File: src/rtl/pipe_pkg.sv
// Shared IF/ID packet layout and constants used by the fetch/decode buffer.
package pipe_pkg;

    typedef struct packed {
        logic [15:0] pc_curr;
        logic [15:0] pc_next;
        logic [15:0] inst;
        logic [1:0]  prediction;
        logic [15:0] pred_target;
    } if_id_pkt_t;

    localparam int IF_ID_PKT_W = $bits(if_id_pkt_t);

    localparam logic [15:0] NOP_INST = 16'h0000;

    // Packet presented to decode when nothing is held: a NOP with no prediction.
    function automatic if_id_pkt_t bubble_pkt();
        if_id_pkt_t p;
        p             = '0;
        p.inst        = NOP_INST;
        p.prediction  = 2'b00;
        return p;
    endfunction

endpackage

File: src/rtl/pipe_buf_mem.sv
// Register array backing the IF/ID buffer: one synchronous write port, one asynchronous read port.
module pipe_buf_mem #(
    parameter int DATA_W = 66,
    parameter int DEPTH  = 2,
    parameter int AW     = 1
) (
    input  logic              clk,
    input  logic              we,
    input  logic [AW-1:0]     waddr,
    input  logic [DATA_W-1:0] wdata,
    input  logic [AW-1:0]     raddr,
    output logic [DATA_W-1:0] rdata
);

    logic [DATA_W-1:0] mem [DEPTH];

    // Contents are deliberately not reset; occupancy decides what is meaningful.
    always_ff @(posedge clk) begin
        if (we) begin
            mem[waddr] <= wdata;
        end
    end

    assign rdata = mem[raddr];

endmodule

File: src/rtl/if_id_pipe_buf.sv
// Elastic IF/ID pipeline buffer: DEPTH-entry circular queue with valid/ready on both sides.
// Optional occupancy statistics are enabled by defining IF_ID_STATS_EN.
module if_id_pipe_buf
    import pipe_pkg::*;
#(
    parameter  int DATA_W = IF_ID_PKT_W,
    parameter  int DEPTH  = 2,
    localparam int CNT_W  = $clog2(DEPTH + 1)
) (
    input  logic              clk,
    input  logic              rst,
    input  logic              flush,
    input  logic              in_valid,
    input  logic [DATA_W-1:0] in_data,
    output logic              in_ready,
    output logic              out_valid,
    output logic [DATA_W-1:0] out_data,
    input  logic              out_ready,
    output logic [CNT_W-1:0]  count
`ifdef IF_ID_STATS_EN
    ,
    output logic [15:0]       stall_cycles,
    output logic [15:0]       flush_count
`endif
);

    localparam int AW = (DEPTH > 1) ? $clog2(DEPTH) : 1;
    localparam logic [CNT_W-1:0]  FULL_CNT = CNT_W'(DEPTH);
    localparam logic [DATA_W-1:0] BUBBLE   = DATA_W'(bubble_pkt());

    logic [AW-1:0]     wr_ptr;
    logic [AW-1:0]     rd_ptr;
    logic [CNT_W-1:0]  occ;
    logic              push;
    logic              pop;
    logic [DATA_W-1:0] rd_data;

    // Acceptance looks only at registered occupancy so decode stalls never reach fetch combinationally.
    assign in_ready  = (occ < FULL_CNT) & ~rst & ~flush;
    assign out_valid = (occ != '0);
    assign push      = in_valid & in_ready;
    assign pop       = out_valid & out_ready;
    assign out_data  = out_valid ? rd_data : BUBBLE;
    assign count     = occ;

    pipe_buf_mem #(
        .DATA_W (DATA_W),
        .DEPTH  (DEPTH),
        .AW     (AW)
    ) u_mem (
        .clk    (clk),
        .we     (push),
        .waddr  (wr_ptr),
        .wdata  (in_data),
        .raddr  (rd_ptr),
        .rdata  (rd_data)
    );

    // Flush wins over any handshake in the same cycle and rewinds both pointers.
    always_ff @(posedge clk or posedge rst) begin
        if (rst) begin
            wr_ptr <= '0;
            rd_ptr <= '0;
            occ    <= '0;
        end else if (flush) begin
            wr_ptr <= '0;
            rd_ptr <= '0;
            occ    <= '0;
        end else begin
            if (push) begin
                wr_ptr <= wr_ptr + 1'b1;
            end
            if (pop) begin
                rd_ptr <= rd_ptr + 1'b1;
            end
            case ({push, pop})
                2'b10:   occ <= occ + 1'b1;
                2'b01:   occ <= occ - 1'b1;
                default: occ <= occ;
            endcase
        end
    end

`ifdef IF_ID_STATS_EN
    logic [15:0] stall_q;
    logic [15:0] flush_q;

    // Both counters stick at all-ones rather than wrapping.
    always_ff @(posedge clk or posedge rst) begin
        if (rst) begin
            stall_q <= '0;
            flush_q <= '0;
        end else begin
            if (out_valid && !out_ready && (stall_q != 16'hFFFF)) begin
                stall_q <= stall_q + 16'd1;
            end
            if (flush && (flush_q != 16'hFFFF)) begin
                flush_q <= flush_q + 16'd1;
            end
        end
    end

    assign stall_cycles = stall_q;
    assign flush_count  = flush_q;
`endif

endmodule

File: config.mk
export PLATFORM = sky130hd
export DESIGN_NAME = if_id_pipe_buf
export DESIGN_NICKNAME = d
export VERILOG_FILES = /design/src/rtl/pipe_pkg.sv /design/src/rtl/pipe_buf_mem.sv /design/src/rtl/if_id_pipe_buf.sv
export SDC_FILE = /design/constraint.sdc
export NUM_CORES = 1
export LEC_CHECK = 0
export ABC_AREA = 1
export CELL_PAD_IN_SITES_DETAIL_PLACEMENT = 0
export CELL_PAD_IN_SITES_GLOBAL_PLACEMENT = 1
export CORE_UTILIZATION = 39
export DETAILED_ROUTE_END_ITERATION = 8
export GPL_TIMING_DRIVEN = 0
export HOLD_SLACK_MARGIN = 0.06
export PLACE_DENSITY = 0.91
export SYNTH_ARGS = -nofsm -noshare
export SYNTH_HDL_FRONTEND = slang
export SYNTH_SLANG_ARGS = --single-unit
File: constraint.sdc
create_clock -name clk -period 5.1 [get_ports clk]
set_clock_uncertainty 0.05 [all_clocks]
set_input_delay 1.02 -clock clk [delete_from_list [all_inputs] [get_ports clk]]
set_output_delay 1.02 -clock clk [all_outputs]
set_load 0.01 [all_outputs]
==> results of run 1 <==
worst max-delay path, cell delays in order:
cell	delay, ns
clkdlybuf4s50_1	0.43
inv_1	0.19
nand2_1	0.08
nor2_1	0.14
clkdlybuf4s50_1	0.56
through the flow:
stage	total power, mW	cells	instance area [um2]	utilization [%]
3_5_place_dp	2.252	711	7091	53.12
6_report	3.429	743	7680	57.54
3_3_place_gp	2.237	707	6995	52.41
2_1_floorplan	1.775	391	5374	-
5_1_grt	3.585	743	7680	57.54
4_1_cts	3.473	743	7680	57.54
power by group:
| group | switching [mW] | leakage (nW) | total (mW) | internal, mW |
|---|---|---|---|---|
| sequential | 0.0212 | 1.25 | 1.30 | 1.27 |
| clock | 0.442 | 0.279 | 1.21 | 0.767 |
| combinational | 0.473 | 1.13 | 0.925 | 0.452 |
flip-flops by register name, indices dropped and copies added, names as in the netlist:
signal	flops
wr_ptr	1
u_mem.mem	132
count	2
rd_ptr	1
layout make-up:
| cell class | instances | area, um2 | share of cell area (%) |
|---|---|---|---|
| buffer | 21 | 133.9 | 1.743 |
| tap | 176 | 220.2 | 2.867 |
| inverter | 8 | 35.03 | 0.4562 |
| multi-input combinational | 226 | 1156 | 15.05 |
| clock buffer | 20 | 436.7 | 5.686 |
| clock inverter | 12 | 152.6 | 1.988 |
| timing repair buffer | 144 | 1481 | 19.29 |
| sequential | 136 | 4064 | 52.92 |
worst min-delay path by stage:
stage / cells after the start / to / startpoint / slack [ns]
floorplan: 1 / wr_ptr$_DFFE_PP0P_ / wr_ptr$_DFFE_PP0P_ / 0.43
global route: 1 / wr_ptr$_DFFE_PP0P_ / wr_ptr$_DFFE_PP0P_ / 0.59
detailed placement: 1 / wr_ptr$_DFFE_PP0P_ / wr_ptr$_DFFE_PP0P_ / 0.52
finish: 1 / wr_ptr$_DFFE_PP0P_ / wr_ptr$_DFFE_PP0P_ / 0.52
global placement: 1 / wr_ptr$_DFFE_PP0P_ / wr_ptr$_DFFE_PP0P_ / 0.45
CTS: 1 / wr_ptr$_DFFE_PP0P_ / wr_ptr$_DFFE_PP0P_ / 0.53
cell families after synthesis:
group / after synthesis / share of synthesized area [%]
flip-flops: 136 / 75.62
buffers and inverters: 29 / 3.143
AO/OA/AOI/OAI: 69 / 9.220
AND/OR/NAND/NOR: 157 / 12.01
cell usage after synthesis, types with 3 or more instances:
library cell / number
nand2_1: 138
edfxtp_1: 132
a21oi_2: 40
a21oi_1: 27
buf_2: 8
clkbuf_1: 6
buf_6: 5
nor2_1: 5
dfrtp_1: 4
inv_1: 4
nand3_1: 4
inv_2: 3
nand3_2: 3
routing by layer:
| metal | vias up | share of wire [%] |
|---|---|---|
| met5 | - | 0 |
| met4 | 0 | 1.1 |
| met3 | 14 | 5.3 |
| met2 | 120 | 51 |
| met1 | 1704 | 42 |
| li1 | 1706 | - |
==> run metrics, run 1 <==
most common cell after layout, fill and taps aside clkdlybuf4s50_1; Post-CTS Resized 0; sequential fraction of the synthesis area 75.62%; number of H-tree levels 4; Die Y 119.4 um; # rows 42; first-pass GRT wire length 17710 um; Most used DFF post-synth edfxtp_1; clk sink count 136; Final Wtd Congestion 0.7756; met1 Resource Use GR 19.94%; area share of the largest cell type after synthesis 73.76%; IO Pins 141; most frequent cells in the layout clkdlybuf4s50_1, nand2_1, edfxtp_1, a21oi_2, a21oi_1; Final HPWL DP 7495 um; Syn Area/Cell 13.74 um2; vias per cell 4.770; crit end category output port; Worst R2R End u_mem.mem[1][46]$_DFFE_PP_; full die area 14250 um2; peak supply drop 228.9 uV; worst slew pin tran 0.5493 ns; Fin. Hold Viols 0; Worst slew margin 63.38%; PortBufs 140; WP data required 4.03 ns; DRC 0; Skew-Pair Late Insertion Delay 0.40 ns; GRT Util Overall 16.35%; CP Class in -> out; router iterations before antenna repair 4; total wire length 11190 um; clk root buf clkbuf_16; antenna fix cells 0; EDFF count, synth 132; number of buffers created by CTS 17; Min-Delay Path Class reg -> reg; vias in the first global route 3644; f_max 285.9 MHz; Final period util 68.58%; synth unique cells 20; GR Util met3 4.406%; Placement Setup Slack 1.586 ns; Final WS setup 1.602 ns; gr busiest metal met2; RSZ-0062 raised after global routing false; Area Overhead vs Synth 42.91%; max_cap viols 0; Slew Limit Fails 0; Syn Inst Count 391; clock-pin transition on the worst setup and hold timing paths 0.06 ns; CTS tree built; Max clock buf depth 2; Seq cells post-synth 136; reg2reg path depth 4; syn nets 462; Starting Density 40.26%; Final setup viols 0; layout cells sized above 1 17.64%; Arr. time, crit path 2.43 ns; Critical path origin rst; hold_buf cts 0; FF-to-FF Start count[1]$_DFFE_PP0P_; post-synthesis instance area 5374 um2; Fillers 1051; reg-to-reg slack, setup 3.28 ns; type of origin of the critical path input pin; cell taking the most area after synthesis edfxtp_1; Final ANT Viol Nets 0; WHS 0.5237 ns; Async S/R FF share, synth 2.941%; grt ovf 0; P_leak 2.657 nW; Routed WL per cell 15.06 um; GR Util met2 27.80%; largest net degree at the start of global routing 33; initial antenna violation count 0; postcts setup bufs 0; vias 3544; Layout Nets 625; Yosys Warn Count 0; Core Area 13350 um2; synth top area cells edfxtp_1, nand2_1, a21oi_2, a21oi_1, dfrtp_1; setup_tns 0 ns; PD cells 446.6 nW/um2; min Tclk post-route 3.498 ns; crit path to in_ready; status finished clean; DIE WIDTH 119.4 um; starting DRC count in detailed routing 221; CP max FO 5
(Power assumes the default switching activity.)
==> run 2, diff against run 1 <==
--- a/config.mk
+++ b/config.mk
@@ -8,11 +8,11 @@
 export ABC_AREA = 1
 export CELL_PAD_IN_SITES_DETAIL_PLACEMENT = 0
 export CELL_PAD_IN_SITES_GLOBAL_PLACEMENT = 1
-export CORE_UTILIZATION = 39
+export CORE_UTILIZATION = 35
 export DETAILED_ROUTE_END_ITERATION = 8
 export GPL_TIMING_DRIVEN = 0
 export HOLD_SLACK_MARGIN = 0.06
-export PLACE_DENSITY = 0.91
+export PLACE_DENSITY = 0.87
 export SYNTH_ARGS = -nofsm -noshare
 export SYNTH_HDL_FRONTEND = slang
 export SYNTH_SLANG_ARGS = --single-unit
==> constraint.sdc (replaced) <==
create_clock -name clk -period 2.8 [get_ports clk]
set_clock_uncertainty 0.05 [all_clocks]
set_input_delay 0.56 -clock clk [delete_from_list [all_inputs] [get_ports clk]]
set_output_delay 0.56 -clock clk [all_outputs]
set_load 0.01 [all_outputs]
==> run 2 against run 1 <==
Against the previous run: sequential share of layout area fell by 0.49 points; die area rose by 11%; sequential power rose by 82%; global-route usage fell by 1.1 points; largest power group unchanged.
==> run metrics, run 2 (synthesized netlist as in run 1, its figures left out) <==
Levels on crit path 6; Starting Density 36.42%; dpl cells 720; Skew-Pair Late Insertion Delay 0.41 ns; sequential fraction of design power 38.3%; max_cap viols 0; Logic pwr share 27.9%; WL met2 5689 um; final std cells w/o fill 752; Worst slew margin 58.63%; Fin. Hold Viols 0; Largest register FFs 132; Final Wtd Congestion 0.7236; Max clock buf depth 2; status finished clean; PD cells 795.5 nW/um2; Final ANT Viol Nets 0; type of origin of the critical path flip-flop; CP Cell Sequence inv_2, buf_8, buf_4, nand2_1, a21oi_2, clkdlybuf4s50_1; vias 3486; clock network power share 33.8%; clock-pin transition on the worst setup and hold timing paths 0.05 ns; f_max 374.4 MHz; Arr. time, crit path 2.06 ns; most common cell after layout, fill and taps aside clkdlybuf4s50_1; most frequent cells in the layout clkdlybuf4s50_1, nand2_1, edfxtp_1, a21oi_2, a21oi_1; vias per cell 4.636; Final setup viols 0; clk root buf clkbuf_16; Net Sw Power 1.704 mW; total wire length 11350 um; final instance area 7751 um2; CP Class reg -> out; clk sink count 136; number of buffers created by CTS 17; largest net degree at the start of global routing 32; Critical-path top delay cell clkdlybuf4s50_1; Core Area 14750 um2; met3 routed WL 579 um; Die Y 125.9 um; highest routed layer met4; Routed WL per cell 15.10 um; Top Family by Delay on Critical Path buffers and inverters; net switching share of the total power 27.64%; number of H-tree levels 4; Placement Setup Slack 0.1433 ns; PortBufs 140; met1 WL 4782 um; vias in the first global route 3612; Reg with most FFs u_mem.mem; router iterations before antenna repair 4; P_leak 2.698 nW; first-pass GRT wire length 18140 um; grt ovf 0; combined buffer and inverter count along the critical path 4; Layout Nets 626; CP max FO 10; layout cells sized above 1 19.19%; worst slew pin tran 0.6192 ns; Slew Limit Fails 0; GRT Util Overall 15.21%; Final WS setup 0.1292 ns; DIE WIDTH 125.9 um; reg2reg path depth 5; starting DRC count in detailed routing 106; Final period util 95.39%; DRC 0; peak supply drop 339.4 uV; full die area 15850 um2; crit end category output port; hold_buf cts 0; min Tclk post-route 2.671 ns; Internal 4.462 mW; # rows 44; WP data required 2.19 ns; CP max stage delay 0.55 ns; final core occ 52.54%; Fillers 1252; RSZ-0062 raised after global routing false; antenna fix cells 0; Final HPWL DP 7895 um; DP Area 7151 um2; IO Pins 141; initial antenna violation count 0; CTS tree built; Area Overhead vs Synth 44.24%; Min-Delay Path Class in -> async
-- run 2: layout make-up --
cell class / instances / area, um2 / share of cell area (%)
sequential: 136 / 4064 / 52.43
inverter: 8 / 35.03 / 0.4520
tap: 184 / 230.2 / 2.970
clock buffer: 17 / 425.4 / 5.488
clock inverter: 15 / 136.4 / 1.759
buffer: 21 / 170.2 / 2.195
timing repair buffer: 145 / 1534 / 19.79
multi-input combinational: 226 / 1156 / 14.92
-- run 2: final timing paths --
path	start	end	slack (ns)
max	rd_ptr$_DFFE_PP0P_	out_data[27]	0.13
min	rst	count[0]$_DFFE_PP0P_	0.35
max reg2reg	count[1]$_DFFE_PP0P_	u_mem.mem[0][62]$_DFFE_PP_	0.68
min reg2reg	wr_ptr$_DFFE_PP0P_	wr_ptr$_DFFE_PP0P_	0.58
max in group asynchronous	rst	wr_ptr$_DFFE_PP0P_	2.18
min in group clk	wr_ptr$_DFFE_PP0P_	wr_ptr$_DFFE_PP0P_	0.58
-- run 2: per-layer routing --
layer	vias to the layer above	global-route usage, %
met4	0	8.079
li1	1708	-
met2	97	25.48
met3	25	4.673
met1	1656	17.52
met5	-	0
-- run 2: power groups by stage --
stage	clock [mW]	combinational (mW)	sequential [mW]
2_1_floorplan	0	0.829	2.40
3_3_place_gp	0	1.68	2.40
3_5_place_dp	0	1.72	2.40
4_1_cts	2.13	1.74	2.36
5_1_grt	2.21	1.87	2.37
6_report	2.08	1.72	2.36
-- run 2: per-stage QoR --
stage / power (mW) / TNS (ns) / hold WS, ns
CTS: 6.232 / 0 / 0.3332
detailed placement: 4.126 / 0 / 0.5743
global route: 6.446 / 0 / 0.3562
global placement: 4.083 / -227.20 / 0.4724
finish: 6.166 / 0 / 0.3458
floorplan: 3.231 / -32.79 / 0.2844
-- run 2: repair_timing --
| item | 4_1_cts | 5_1_grt |
|---|---|---|
| setup buffers | 0 | 0 |
| endpoints found under the setup margin | 48 | 35 |
| gates resized for setup | 6 | 14 |
==> run 3, diff against run 2 <==
--- a/config.mk
+++ b/config.mk
@@ -6,10 +6,12 @@
 export NUM_CORES = 1
 export LEC_CHECK = 0
 export ABC_AREA = 1
+export CAP_MARGIN = 20
 export CELL_PAD_IN_SITES_DETAIL_PLACEMENT = 0
 export CELL_PAD_IN_SITES_GLOBAL_PLACEMENT = 1
 export CORE_UTILIZATION = 35
 export DETAILED_ROUTE_END_ITERATION = 8
+export GPL_ROUTABILITY_DRIVEN = 0
 export GPL_TIMING_DRIVEN = 0
 export HOLD_SLACK_MARGIN = 0.06
 export PLACE_DENSITY = 0.87
==> results of run 3 <==
No change in the layout: final DEF, timing and power equal those of run 2.
